[config.mk]
export PLATFORM = sky130hd
export DESIGN_NAME = fsm_detector
export DESIGN_NICKNAME = d
export VERILOG_FILES = /design/src/rtl/fsm_detector_pkg.sv /design/src/rtl/fsm_detector.sv
export SDC_FILE = /design/constraint.sdc
export NUM_CORES = 1
export LEC_CHECK = 0
export ABC_AREA = 1
export CAP_MARGIN = 25
export CORE_AREA = 2 2 39 41
export DETAILED_ROUTE_END_ITERATION = 8
export DIE_AREA = 0 0 41 43
export DONT_BUFFER_PORTS = 1
export SYNTH_ARGS = -nofsm -noshare
export SYNTH_HDL_FRONTEND = slang
export SYNTH_SLANG_ARGS = --single-unit
[constraint.sdc]
create_clock -name clk -period 0.8 [get_ports clk]
set_input_delay 0.08 -clock clk [delete_from_list [all_inputs] [get_ports clk]]
set_output_delay 0.08 -clock clk [all_outputs]
set_load 0.02 [all_outputs]
[src/rtl/fsm_detector_pkg.sv]
// ---------------------------------------------------------------------------
// fsm_detector_pkg
//
// Shared definitions for the "0110" serial sequence detector.
// Contents:
//   state_t  - 3-bit state register type
//   IDLE, S0, S01, S011, DET - state codes, where each code records the
//              longest prefix of the pattern matched so far
//   PATTERN  - the detected bit pattern, oldest bit in the MSB
// ---------------------------------------------------------------------------
package fsm_detector_pkg;

    typedef logic [2:0] state_t;

    // Codes 3'd5 to 3'd7 are unused and recover to IDLE on the next clock.
    localparam state_t IDLE = 3'd0;
    localparam state_t S0   = 3'd1;
    localparam state_t S01  = 3'd2;
    localparam state_t S011 = 3'd3;
    localparam state_t DET  = 3'd4;

    localparam logic [3:0] PATTERN = 4'b0110;

endpackage

[src/rtl/fsm_detector.sv]
// ---------------------------------------------------------------------------
// fsm_detector
//
// Moore detector for the overlapping serial pattern "0110". One input bit
// is sampled on every rising clock edge. tick is high for exactly the cycle
// the FSM sits in DET, i.e. the cycle after the final "0" is sampled.
//
// Ports:
//   clk       in   rising-edge clock
//   reset     in   synchronous active-low reset, forces IDLE
//   seq       in   serial data bit. The name "sequence" is a reserved
//                  SystemVerilog keyword, so the input is called seq.
//   tick      out  detection flag, high while state_reg == DET
//   state_reg out  the state register itself, for debug/observation
// ---------------------------------------------------------------------------
module fsm_detector
    import fsm_detector_pkg::*;
(
    input  logic       clk,
    input  logic       reset,
    input  logic       seq,
    output logic       tick,
    output logic [2:0] state_reg
);

    state_t next_state;

    // State register. Reset is sampled on the clock edge and takes priority
    // over the data bit, so a reset in the middle of a pattern throws away
    // any partial match.
    always_ff @(posedge clk) begin
        if (!reset) begin
            state_reg <= IDLE;
        end else begin
            state_reg <= next_state;
        end
    end

    // Next-state logic. Each state holds the longest pattern prefix matched
    // so far. On a failed bit we fall back to the longest prefix that is
    // still a suffix of the bits seen: a stray "0" always restarts at S0.
    // From DET the trailing "0" of the match is reused as the leading "0"
    // of the next one, which is what lets matches overlap every 3 bits.
    // Unused codes recover to IDLE regardless of the input.
    always_comb begin
        next_state = IDLE;
        case (state_reg)
            IDLE:    next_state = seq ? IDLE : S0;
            S0:      next_state = seq ? S01  : S0;
            S01:     next_state = seq ? S011 : S0;
            S011:    next_state = seq ? IDLE : DET;
            DET:     next_state = seq ? S01  : S0;
            default: next_state = IDLE;
        endcase
    end

    // Output decode. Moore output that depends only on the state register,
    // so it is low in IDLE, the prefix states and the unused codes.
    always_comb begin
        tick = 1'b0;
        if (state_reg == DET) begin
            tick = 1'b1;
        end
    end

endmodule

==> After elaboration in Yosys (flattened, before gate mapping) <==
Index checks and enable logic that the tools add are counted.
{ "op_classes": {"n_eq_ne": 4, "n_mux": 6, "reduce_logical": 2} }
{ "ops": {"columns": ["operator", "n"], "rows": [
  ["$pmux W3 S4", 1],
  ["$eq A3 B2 Y1 const B", 2],
  ["$mux W2", 2],
  ["$eq A3 B1 Y1 const B", 1],
  ["$eq A3 B3 Y1 const B", 1],
  ["$logic_not A3 Y1", 1],
  ["$mux W3", 1],
  ["$mux W1", 2],
  ["$reduce_or A2 Y1", 1]
]} }
{ "totals": {"ff_bits": 3, "inputBits": 3, "out_inout_bits": 4, "wordCells": 13} }

==> Logic depth before layout (Yosys ltp) <==
{ "depth": {"word_depth": 3, "mapped_depth": 4, "depth_no_buf": 4} }

==> Least setup slack after synthesis <==
Ideal clock, no wire load.
{ "synth_path": {"kind": "register to output", "from": "register state_reg[2]", "to": "output tick", "setup_slack_ns": -0.275, "arrival_time_ns": 0.995, "path_buffers": 0, "path_stages_with_launch": 3, "cell_sequence": "dfxtp_1 -> inv_1 -> nor3_1"} }
{ "synth_via": {"elab_chain_len": 2} }
{ "synth_lines": {"columns": ["item", "line_no", "text"], "rows": [
  ["from (decl)", "fsm_detector.sv:23", "output logic [2:0] state_reg"],
  ["from (signal assigned)", "fsm_detector.sv:35", "state_reg <= next_state;"],
  ["$eq A3 B3 Y1", "fsm_detector.sv:61", "if (state_reg == DET) begin"],
  ["$mux W1", "fsm_detector.sv:61", null],
  ["to (decl)", "fsm_detector.sv:22", "output logic tick,"]
]} }
Every way passes these cells.

==> Worst setup path after layout <==
{ "layout_path": {"from": "register state_reg[1]", "to": "output tick"} }
Same word-level chain as after synthesis.

==> flow_results.org <==
** Global routing
- Wire length of the first global-routing pass :: 414 um
- Global routing used under 10% of the available met3 tracks.
- Number of global-route vias before repair :: 134
- Initial antenna violation count :: 0
- Most utilized layer in the global route result :: met4
- Met2 usage in global routing :: 5.63%
- Grt met1 use :: 2.89%
- Global routing usage summed across all routing layers :: 4.22%
- Overflow left after global routing :: 0
- Largest net degree at the start of global routing :: 7

** Job
- MaxCap Viol Count :: 0

** Synth
- The synthesized netlist devotes 13.9% of its cell area to compound gates.
- Number of synthesis warnings :: 0
- Post-synthesis share of cell area spent on full adders, half adders and majority gates :: 0%
- Library cells used by synthesis :: 9
- Measured against the total synthesized area, the mux share comes to 0%.
- Share of the synthesized netlist area taken by xor and xnor gates :: 0%
- Counting every net in the synthesized netlist gives 21.
- After Yosys synthesis, and, or, nand and nor cells account for 29.7% of the synthesized area.
- Synthesized area per cell :: 7.02 um^2
- Summed over its instances, the top area cell type makes up 47.5% of the synthesized netlist area.
- Share of the yosys chip area belonging to registers :: ~48%
- The synthesized design contains 3 register bits.
- After synthesis, the cell types taking the most area are sky130_fd_sc_hd__dfxtp_1 48%, sky130_fd_sc_hd__inv_1 8.9%, sky130_fd_sc_hd__nand2_1 8.9%.
- Synthesized cell area :: 126 um^2
- After synthesis, the largest family of logic cells by area is simple AND/OR/NAND/NOR gates.
- Instance count of the mapped netlist :: 18
- Cell type with the largest total area after synthesis :: sky130_fd_sc_hd__dfxtp_1

** Detailed routing
- Number of DRC markers in iteration 0 :: 0
- The detailed router placed around 150 vias in this run.
- DR vias/cell :: ~3.4
- In this run the remaining antenna-violating nets after routing total 0.
- Pre-Repair DR Iteration Count :: 1
- In the final routed layout, each cell accounts on average for 6.82 um.
- Number of remaining DRC errors :: 0
- Summed over all layers, the routed wires come to ~300 um.

** Final layout
- Fill cell total of the finished layout :: 162
- At the end of the flow the core is filled with cells to 18.2%.
- Combined area of the multi-input logic cells :: 71.3 um^2
- Final non-filler cell area :: 251 um^2
- Across the whole layout, storage elements account for a little under 70 um^2.
- Antenna diode count :: 0
- Nets :: 32
- The register with the most flip-flops in the layout has 3 of them.
- Compared with the post-synthesis result, the final layout area differs by 99.0%.
- Leaving out filler cells and counting taps, the final layout contains 44.
- Of the cells placed in the final design, the portion with a size suffix greater than 1 is 42.9%.

** Clock network
- The clock reaches the later pin of the worst-skew pair after 0.23 ns.
- In this run the deepest clock path goes through 2 buffers.
- In this run the number of H-tree levels came out at 1.
- TritonCTS built the clock tree.
- Number of clock sinks :: 3
- Buffers inserted during clock tree synthesis total 3.
- The cell sitting at the root of the clock tree is a sky130_fd_sc_hd__clkbuf_4.
- Post-CTS clock slew at the launch and capture registers of the worst setup and hold paths :: 0.03 ns

** Floorplanning
- Area of the die :: 1760 um^2
- Boundary Pins :: 7
- Core Region :: approximately 1400 um^2
- Effective utilization at floorplan :: 9.13%
- Vert. Die Dim :: 43 um
- From left edge to right edge, the die measures between 40 and 50 um.
- Cell row count :: 14

** Power and ir drop
- Per report_power, the sequential group accounts for 33.9% of the total.
- Total Power :: 479 uW
- In this run, the clock network consumes 55.5% of the power.
- Share of total power in combinational logic :: about a tenth
- Power spread over the standard cell area amounts to 1900 nW/um^2.
- IR analysis of the VDD net gives a maximum drop of 0.272 mV.
- Internal power contribution :: 367 uW
- Net switching share of the total power :: 23.3%
- Pleak :: around 0.10 nW
- NetSw :: 112 uW

** Critical path
- Maximum cell stage delay along the critical path :: approximately 0.36 ns
- Crit path depth :: 1
- Required @ worst endpoint :: 0.72 ns
- The startpoint identified for the worst register-to-register timing path is state_reg[0]$_SDFF_PN0_.
- The slowest stage of the critical path is the sky130_fd_sc_hd__dfxtp_4 cell.
- Kind of launch point of the worst setup path :: flop
- Peak fanout along the critical path :: 6
- Worst setup EP type :: output pin
- Crit-path cells :: nor3_4
- Crit path buffers/inverters :: 0
- Category of cells accounting for the largest share of critical-path delay :: flip-flops
- The setup path with the least slack is of type flop to output pin.
- Worst reg2reg path depth :: 5
- First element of the critical path :: state_reg[1]$_SDFF_PN0_
- Data on the critical path arrives at its endpoint at approximately 0.87 ns.

** Placed design
- Once placement completed, the tool counted placed cells totaling 37.
- Buffers placed on the I/O ports in this run total 0.
- DP Area :: around 190 um^2
- At the end of routability-driven placement, the weighted congestion stood at 0.577.

** STA
- Slack of the critical path :: -0.149 ns
- Time the final worst path needs with I/O delays and setup :: between 0.9 and 1 ns
- Of the available clock period, the critical path in the final layout requires 119%.
- Hold timing on the final database bottoms out at a slack of 0.0588 ns.
- Peak clock frequency supported by timing :: 1.05 GHz
- The clock arrives with 0.00186 ns of skew.
- Max-slew headroom at the worst pin :: roughly 83%
- The final max-slew violation count was 0.
- At the pin with the least slew margin, the transition time is 0.260 ns.
- The hold violation count in the final report came to 0.
- Final setup violation count :: 4
- RSZ-0062 raised after global routing :: true

** Worst hold path
- Min-delay src :: seq
- Counting instances, the worst hold path has a depth of 2.
- The min-delay analysis places its worst path in the category primary input to flop.

** Status
- The run finished, with violations left.
- The final reports fail on negative setup slack.
[synth_stat cells]
library cell,n
sky130_fd_sc_hd__o21ai_0,1
sky130_fd_sc_hd__dfxtp_1,3
sky130_fd_sc_hd__a21oi_1,1
sky130_fd_sc_hd__nor3_1,2
sky130_fd_sc_hd__nand3_1,1
sky130_fd_sc_hd__a21boi_0,1
sky130_fd_sc_hd__inv_1,3
sky130_fd_sc_hd__nor2_1,3
sky130_fd_sc_hd__nand2_1,3
[per-stage QoR]
stage,setup slack (ns),setup TNS [ns]
floorplan,0.0335,0
global placement,0.0475,0
detailed placement,0.0432,0
CTS,-0.156,-0.383
global route,-0.191,-0.618
finish,-0.149,-0.329
[worst register-to-register path, delay by kind of cell (launching register included)]
family / cells / cell delay, ns
flops: 1 / 0.35
simple gates: 4 / 0.29
buf+inv: 1 / 0.14
[timing repair]
item / CTS / global route
setup endpoints to repair: 3 / 7
cloned: 0 / 0
hold endpoints to repair: 2 / 0
setup buffers: 1 / 0
hold buffers: 2 / 0
resized for setup: 1 / 2
[cells in the final DEF, fill, tap and decap left out]
cell type and instances:
sky130_fd_sc_hd__inv_1 3, sky130_fd_sc_hd__nand2_1 3, sky130_fd_sc_hd__nor2_1 3, sky130_fd_sc_hd__clkbuf_4 3
sky130_fd_sc_hd__buf_4 3, sky130_fd_sc_hd__dlygate4sd3_1 2, sky130_fd_sc_hd__dfxtp_4 2, sky130_fd_sc_hd__nor3_4 1
sky130_fd_sc_hd__nand3_1 1, sky130_fd_sc_hd__nor3_2 1, sky130_fd_sc_hd__o21ai_0 1, sky130_fd_sc_hd__a21oi_1 1
sky130_fd_sc_hd__a21boi_0 1, sky130_fd_sc_hd__clkbuf_1 1, sky130_fd_sc_hd__buf_6 1, sky130_fd_sc_hd__dfxtp_2 1
[power groups by stage]
stage / Combinational, mW / Sequential, mW / Clock (mW)
after floorplan: 0.0158 / 0.174 / 0
after global placement: 0.0330 / 0.168 / 0
after detailed placement: 0.0331 / 0.168 / 0
after CTS: 0.0503 / 0.164 / 0.280
after global routing: 0.0571 / 0.163 / 0.296
final: 0.0510 / 0.162 / 0.266
[kinds of logic (layout without fill, tap and decap cells)]
logic type,count (synthesis),in the layout
AO/OA/AOI/OAI,3,3
AND/OR/NAND/NOR,9,9
flip-flops,3,3
buffers and inverters,3,13
[final timing paths]
kind / slack [ns] / endpoint
hold reg to reg: 0.52 / state_reg[2]$_SDFF_PN0_
setup / recovery: -0.15 / tick
hold / removal: 0.06 / state_reg[0]$_SDFF_PN0_
setup reg to reg: -0.08 / state_reg[1]$_SDFF_PN0_
[cell type report]
cell class / instances / share of cell area (%)
multi-input cells: 12 / 28.4
clock buffers: 4 / 10.4
well taps: 16 / 7.96
inverters: 3 / 4.48
flip-flops and latches: 3 / 27.4
repair buffers: 6 / 21.4
[per-layer routing]
layer	part of all wire (%)	wire (um)
met5	0	0
met3	7.7	23
met4	5.0	15
met2	50	151
met1	36	109
(Power assumes the default switching activity.)
